[src/rtl/temporizador_8bits.sv]
// Loadable down-counter timer with one-shot and periodic (auto-reload) modes.
// Every output is registered. The terminal-count pulse coincides with the first post-expiry count.
module temporizador_8bits #(
  parameter int WIDTH = 8
) (
  input  logic             clk,
  input  logic             reset,
  input  logic             enable,
  input  logic             load,
  input  logic [WIDTH-1:0] valor,
  input  logic             modo,
  output logic [WIDTH-1:0] count,
  output logic             tc,
  output logic             busy,
  output logic             done
);

  typedef enum logic [1:0] {
    IDLE = 2'd0,
    RUN  = 2'd1,
    DONE = 2'd2
  } state_t;

  state_t           state_r;
  state_t           state_s;
  logic [WIDTH-1:0] count_r;
  logic [WIDTH-1:0] count_s;
  logic [WIDTH-1:0] reload_r;
  logic [WIDTH-1:0] reload_s;
  logic             mode_r;
  logic             mode_s;
  logic             tc_r;
  logic             tc_s;
  logic             busy_r;
  logic             done_r;

  // State and datapath registers; reset overrides load and enable
  always_ff @(posedge clk) begin
    if (reset) begin
      state_r  <= IDLE;
      count_r  <= {WIDTH{1'b0}};
      reload_r <= {WIDTH{1'b0}};
      mode_r   <= 1'b0;
      tc_r     <= 1'b0;
      busy_r   <= 1'b0;
      done_r   <= 1'b0;
    end else begin
      state_r  <= state_s;
      count_r  <= count_s;
      reload_r <= reload_s;
      mode_r   <= mode_s;
      tc_r     <= tc_s;
      busy_r   <= (state_s == RUN);
      done_r   <= (state_s == DONE);
    end
  end

  // Next-state and next-count logic; load wins over enable in every state
  always_comb begin
    state_s  = state_r;
    count_s  = count_r;
    reload_s = reload_r;
    mode_s   = mode_r;
    tc_s     = 1'b0;
    if (load) begin
      count_s  = valor;
      reload_s = valor;
      mode_s   = modo;
      if (valor != {WIDTH{1'b0}}) begin
        state_s = RUN;
      end else begin
        state_s = IDLE;
      end
    end else begin
      case (state_r)
        RUN: begin
          if (enable) begin
            if (count_r > WIDTH'(1)) begin
              count_s = count_r - WIDTH'(1);
            end else if (count_r == WIDTH'(1)) begin
              tc_s = 1'b1;
              if (mode_r) begin
                count_s = reload_r;
              end else begin
                count_s = {WIDTH{1'b0}};
                state_s = DONE;
              end
            end else begin
              // A zero count in RUN is unreachable; park safely without a pulse.
              count_s = {WIDTH{1'b0}};
              state_s = IDLE;
            end
          end else begin
            state_s = RUN;
          end
        end
        IDLE: state_s = IDLE;
        DONE: state_s = DONE;
        default: begin
          state_s = IDLE;
          count_s = {WIDTH{1'b0}};
        end
      endcase
    end
  end

  assign count = count_r;
  assign tc    = tc_r;
  assign busy  = busy_r;
  assign done  = done_r;

endmodule

[config.mk]
export PLATFORM = sky130hd
export DESIGN_NAME = temporizador_8bits
export DESIGN_NICKNAME = d
export VERILOG_FILES = /design/src/rtl/temporizador_8bits.sv
export SDC_FILE = /design/constraint.sdc
export NUM_CORES = 1
export LEC_CHECK = 0
export CAP_MARGIN = 10
export CORE_MARGIN = 4
export CORE_UTILIZATION = 54
export CTS_CLUSTER_SIZE = 12
export DETAILED_ROUTE_END_ITERATION = 6
export GPL_ROUTABILITY_DRIVEN = 0
export PLACE_DENSITY = 0.94
export SKIP_CTS_REPAIR_TIMING = 1
export SLEW_MARGIN = 20
export SYNTH_ARGS = -nofsm -noshare
export SYNTH_HDL_FRONTEND = slang
export SYNTH_SLANG_ARGS = --single-unit
[constraint.sdc]
create_clock -name clk -period 2.9 [get_ports clk]
set_input_delay 0.58 -clock clk [delete_from_list [all_inputs] [get_ports clk]]
set_output_delay 0.58 -clock clk [all_outputs]
set_load 0.005 [all_outputs]
==> results of run 1 <==
path summary, 6_finish.rpt:
kind                                   from           to  slack (ns)  cells after the start
worst max-delay path               count[0]     count[4]        0.73                      7
worst min-delay path            reload_r[2]  reload_r[2]        0.50                      2
worst max register to register     count[0]     count[4]        0.73                      7
worst min register to register  reload_r[2]  reload_r[2]        0.50                      2
routing by layer:
layer,vias up,track usage,share of wire
li1,549,-,-
met4,0,0.142,0.026
met5,-,0,0
met1,523,0.267,0.43
met2,47,0.344,0.48
met3,9,0.0349,0.066
worst max-delay path: cells and delay by family, from the launching register on:
family          cells  cell delay, ns
fa+ha+maj           1            0.30
buf+inv             1            0.08
flops               1            0.49
compound gates      2            0.43
simple gates        3            0.79
layout by cell type, fill, tap and decap left out, types with 3 or more instances in the layout:
| cell | netlist | layout |
|---|---|---|
| clkdlybuf4s50_1 | 0 | 23 |
| clkbuf_4 | 0 | 3 |
| or4_1 | 3 | 3 |
| buf_4 | 0 | 4 |
| nor2_1 | 16 | 16 |
| nand2_1 | 9 | 9 |
| o22ai_1 | 4 | 4 |
| inv_1 | 5 | 5 |
| a22oi_1 | 7 | 7 |
| nand2b_1 | 5 | 5 |
| xnor2_1 | 4 | 4 |
| nor3_1 | 4 | 4 |
| ha_1 | 5 | 5 |
| mux2i_1 | 10 | 10 |
| a21oi_1 | 3 | 3 |
| o21ai_0 | 3 | 3 |
| dfxtp_1 | 22 | 22 |
| and3_1 | 4 | 4 |
metrics by stage:
| step | power, W | area [um^2] | setup WS [ns] | hold slack, ns |
|---|---|---|---|---|
| 4_1_cts | 0.000636 | 1490 | 0.762 | 0.500 |
| 3_5_place_dp | 0.000504 | 1470 | 0.598 | 0.456 |
| 5_1_grt | 0.000672 | 1490 | 0.653 | 0.527 |
| 3_3_place_gp | 0.000496 | 1470 | 0.648 | 0.450 |
| 6_report | 0.000634 | 1490 | 0.728 | 0.498 |
| 2_1_floorplan | 0.000442 | 1200 | 0.941 | 0.432 |
power groups by stage:
| stage | registers [W] | logic (W) | clock network [W] |
|---|---|---|---|
| floorplan | 0.000338 | 0.000104 | 0 |
| global placement | 0.000341 | 0.000156 | 0 |
| detailed placement | 0.000342 | 0.000162 | 0 |
| CTS | 0.000335 | 0.000163 | 0.000138 |
| global route | 0.000338 | 0.000180 | 0.000153 |
| finish | 0.000336 | 0.000164 | 0.000135 |
logic make-up (layout without fill, tap and decap cells):
kind of cell,Yosys count,after routing,share of synthesized area
DFF,22,22,0.367
buffers and inverters,10,35,0.0386
and+or+nand+nor,54,54,0.238
AOI/OAI and AO/OA,29,29,0.191
adders and majority gates,5,5,0.0522
muxes,10,10,0.0835
xor gates and xnor gates,4,4,0.0292
registers in the layout, summed over array words and instances, names as in the netlist:
register / count
tc: 1
done: 1
state_r: 2
mode_r: 1
busy: 1
count: 8
reload_r: 8
layout make-up:
class                      instances  area [um^2]  share of cell area
tap                               27         33.8              0.0227
multi-input combinational        102          712               0.479
timing repair buffer              27          260               0.175
inverter                           5         18.8              0.0126
sequential                        22          440               0.296
clock buffer                       3         22.5              0.0151
==> flow_metrics.tcl, run 1 <==
set metrics [dict create \
    nets 179 \
    ys_seq_elements 22 \
    pwr-share-comb 0.259 \
    io_buffer_count 23 \
    fp.coreArea_mm2 0.00204 \
    layout_min_cycle_time_ns 2.17 \
    fin_setup_tns_ns 0 \
    post-route-period-util 0.749 \
    hold_violations 0 \
    dp_hpwl_um 2110 \
    clk_pin_slew_ns 0.11 \
    drc_errors 0 \
    avgRoutedWirePerCell_um 15.4 \
    wl_um 2870 \
    slew_headroom 0.631 \
    critPathLaunchType "flip-flop" \
    rsz0062_at_grt "no" \
    setup_viol 0 \
    grt_pass1_vias 1063 \
    syn_area_per_cell_um2 8.95 \
    fin_worst_skew_ns 0.00489 \
    swShare 0.288 \
    grt_usage 0.216 \
    root_buffer "clkbuf_4" \
    synthCells 134 \
    drv_cap 0 \
    crit_slowest_cell "or4_1" \
    placed_cells 183 \
    critical_path_required_ns 3.12 \
    hold_class "flip-flop to flip-flop" \
    fill_cells 170 \
    ios 24 \
    leakagePower_nw 0.579 \
    synthFlopType "dfxtp_1" \
    cts_tree "done" \
    tightest_slew_ns 0.550 \
    crit_path_max_fanout 8 \
    vias 1128 \
    path_cells "inv_1, ha_1, nor2b_1, o211ai_2, nand2b_1, or4_1, o32ai_2" \
    grt_pass1_wl_um 4650 \
    yosysMostFrequentCell "dfxtp_1" \
    critPathMaxStageDelay_ns 0.50 \
    antenna_found_initial 0 \
    yosysTopAreaCellShare 0.367 \
    yosys_warnings 0 \
    drv_slew 0 \
    yosys.area.top_type "dfxtp_1" \
    pwr-share-clk 0.212 \
    ys_top_cells_by_count "dfxtp_1, nor2_1, mux2i_1" \
    endpoint_kind "flip-flop" \
    vias_per_cell 6.06 \
    fin_cells 186 \
    synth-async-reset-ratio 0 \
    clockBufferDepth 2 \
    seq_power_share 0.529 \
    drt_iter0_drc 28 \
    powerDensity_mw_per_mm2 426 \
    final_util 0.729 \
    ys_seq_area_frac 0.367 \
    cts-buffers-inserted 3 \
    synthesis.nets 152 \
    synth.area.top_cells "dfxtp_1, mux2i_1, ha_1, nor2_1, a22oi_1" \
    synth_edf_count 0 \
    die_w_um 55.1 \
    intPower_w 0.000452 \
    gr-total-overflow 0 \
    synth_area_mm2 0.00120 \
    initial_core_util 0.587 \
    grt_max_degree 23 \
    rows 16 \
    clk_latency_ns 0.30 \
    drtPass1Iterations 5 \
    die_h_um 55.1 \
    crit_type "flip-flop to flip-flop" \
    arrival_ns 2.39 \
    cts_max_level 1 \
    num_antenna_cells 0 \
    netlist-cell-type-count 38 \
    dieArea_mm2 0.00304 \
    antenna_left 0 \
    fmax_mhz 460 \
    tritoncts_num_sinks 22 \
    vdd_ir_drop_max_uv 299 \
    outcome "complete, no violations" \
    p_sw_w 0.000183 \
    drive_gt1_frac 0.0755 \
    syn_to_final_growth_pct 24.1 \
]
No activity file was read; power rests on OpenSTA's default activity.
==> run 2, diff against run 1 <==
--- a/config.mk
+++ b/config.mk
@@ -7,11 +7,11 @@
 export LEC_CHECK = 0
 export CAP_MARGIN = 10
 export CORE_MARGIN = 4
-export CORE_UTILIZATION = 54
+export CORE_UTILIZATION = 50
 export CTS_CLUSTER_SIZE = 12
 export DETAILED_ROUTE_END_ITERATION = 6
 export GPL_ROUTABILITY_DRIVEN = 0
-export PLACE_DENSITY = 0.94
+export PLACE_DENSITY = 0.89
 export SKIP_CTS_REPAIR_TIMING = 1
 export SLEW_MARGIN = 20
 export SYNTH_ARGS = -nofsm -noshare
==> constraint.sdc (replaced) <==
create_clock -name clk -period 2.3 [get_ports clk]
set_input_delay 0.46 -clock clk [delete_from_list [all_inputs] [get_ports clk]]
set_output_delay 0.46 -clock clk [all_outputs]
set_load 0.005 [all_outputs]
==> run 2 against run 1 <==
Net effect:
- sequential power is 26% higher
- final area is 2.5% higher
- worst setup slack worse by 0.47 ns
- global-route usage shrank 2.3 points
- routed wire length up 1.7%
- utilization is 5.2 points lower
- non-clock buffer count increased by 3
- register-to-register slack got worse by 0.47 ns
- critical endpoint unchanged
- largest cell class unchanged
==> flow_metrics.tcl, run 2 (same netlist as run 1, synthesis figures left out) <==
set metrics [dict create \
    pwr-share-comb 0.247 \
    swShare 0.279 \
    fin_worst_skew_ns 0.00281 \
    layout_commonest_cell "clkdlybuf4s50_1" \
    syn_to_final_growth_pct 27.2 \
    drv_slew 0 \
    drv_cap 0 \
    setup_slack_ns 0.260 \
    fill_cells 199 \
    vdd_ir_drop_max_uv 331 \
    vias 1118 \
    dp_hpwl_um 2200 \
    die_h_um 57.0 \
    num_antenna_cells 0 \
    outcome "complete, no violations" \
    clockBufferDepth 2 \
    whs_path_depth 2 \
    grt_usage 0.193 \
    critical_path_required_ns 2.53 \
    r2r-end "count[4]" \
    dieArea_mm2 0.00324 \
    nets 182 \
    slew_headroom 0.631 \
    layout_min_cycle_time_ns 2.04 \
    powerDensity_mw_per_mm2 553 \
    tightest_slew_ns 0.550 \
    ios 24 \
    rsz0062_at_grt "no" \
    drtPass1Iterations 4 \
    wl_um 2920 \
    final_cell_mix "clkdlybuf4s50_1, dfxtp_1, nor2_1" \
    seq_power_share 0.502 \
    whs_endpoint "reload_r[2]" \
    initial_core_util 0.532 \
    fmax_mhz 490 \
    pwr-share-clk 0.251 \
    regToRegSetupSlack_ns 0.26 \
    post-route-period-util 0.887 \
    hold_class "flip-flop to flip-flop" \
    antenna_left 0 \
    grt_max_degree 22 \
    endpoint_kind "flip-flop" \
    drive_gt1_frac 0.0982 \
    vias_per_cell 5.85 \
    cts-buffers-inserted 3 \
    clk_latency_ns 0.31 \
    setup_viol 0 \
    fin_setup_tns_ns 0 \
    cts_tree "done" \
    worstHoldStart "reload_r[2]" \
    leakagePower_nw 0.601 \
    antenna_found_initial 0 \
    crit_path_max_fanout 6 \
    drc_errors 0 \
    gr-total-overflow 0 \
    avgRoutedWirePerCell_um 15.3 \
    grt_pass1_vias 1115 \
    r2r_start "count[1]" \
    cts_max_level 1 \
    grt_pass1_wl_um 4920 \
    dp_slack_ns 0.189 \
    clk_pin_slew_ns 0.12 \
    die_w_um 57.0 \
    intPower_w 0.000607 \
    holdWs_ns 0.495 \
    rows 17 \
    final_util 0.676 \
    io_buffer_count 23 \
    crit_type "flip-flop to flip-flop" \
    hold_violations 0 \
    rr_worst_depth 7 \
    tritoncts_num_sinks 22 \
    drt_iter0_drc 18 \
    root_buffer "clkbuf_4" \
    arrival_ns 2.27 \
    critPathLaunchType "flip-flop" \
    fp.coreArea_mm2 0.00225 \
    p_sw_w 0.000235 \
]
run 2: changes by cell type in the layout (fill, tap and decap cells not counted), sizes merged:
cell    previous run  this run
buf                4         7
clkbuf             3         4
run 2: routing by layer:
metal	up-vias	routed length, um	global-route usage
met5	-	0	0
met1	515	1300	0.252
li1	557	-	-
met3	9	127	0.0249
met4	0	89	0.103
met2	37	1410	0.308
run 2: area by class of cell:
cell class,count,area (um^2),share of cell area
multi-input combinational,102,712,0.467
sequential,22,440,0.289
timing repair buffer,30,283,0.185
clock buffer,4,36.3,0.0238
tap,28,35.0,0.0230
inverter,5,18.8,0.0123
run 2: power by group through the flow:
| stage | registers [W] | clock network, W | logic [W] |
|---|---|---|---|
| after floorplan | 0.000427 | 0 | 0.000131 |
| after global placement | 0.000430 | 0 | 0.000200 |
| after detailed placement | 0.000431 | 0 | 0.000207 |
| after CTS | 0.000423 | 0.000217 | 0.000208 |
| after global routing | 0.000427 | 0.000239 | 0.000230 |
| final | 0.000423 | 0.000211 | 0.000208 |
run 2: critical path, cell delays in order (launching register included):
cell and delay (ns):
dfxtp_1 0.42, inv_1 0.08, ha_1 0.25, nor2b_1 0.16
o211ai_2 0.17, nand2b_1 0.11, or4_1 0.50, o32ai_2 0.27
run 2: worst max path at each step:
| stage | cells after the start | slack, ns | end | from |
|---|---|---|---|---|
| 2_1_floorplan | 8 | 0.34 | count[4] | count[0] |
| 3_3_place_gp | 5 | 0.23 | count[4] | load |
| 3_5_place_dp | 5 | 0.19 | count[4] | load |
| 4_1_cts | 7 | 0.24 | count[4] | count[1] |
| 5_1_grt | 7 | 0.14 | count[4] | count[1] |
| 6_report | 7 | 0.26 | count[4] | count[1] |
run 2: stage by stage:
stage                     std cells  power, W  area [um^2]
final                           191  0.000843         1530
after global routing            191  0.000896         1530
after CTS                       191  0.000848         1530
after detailed placement        187  0.000638         1490
after global placement          187  0.000630         1490
after floorplan                 134  0.000557         1200
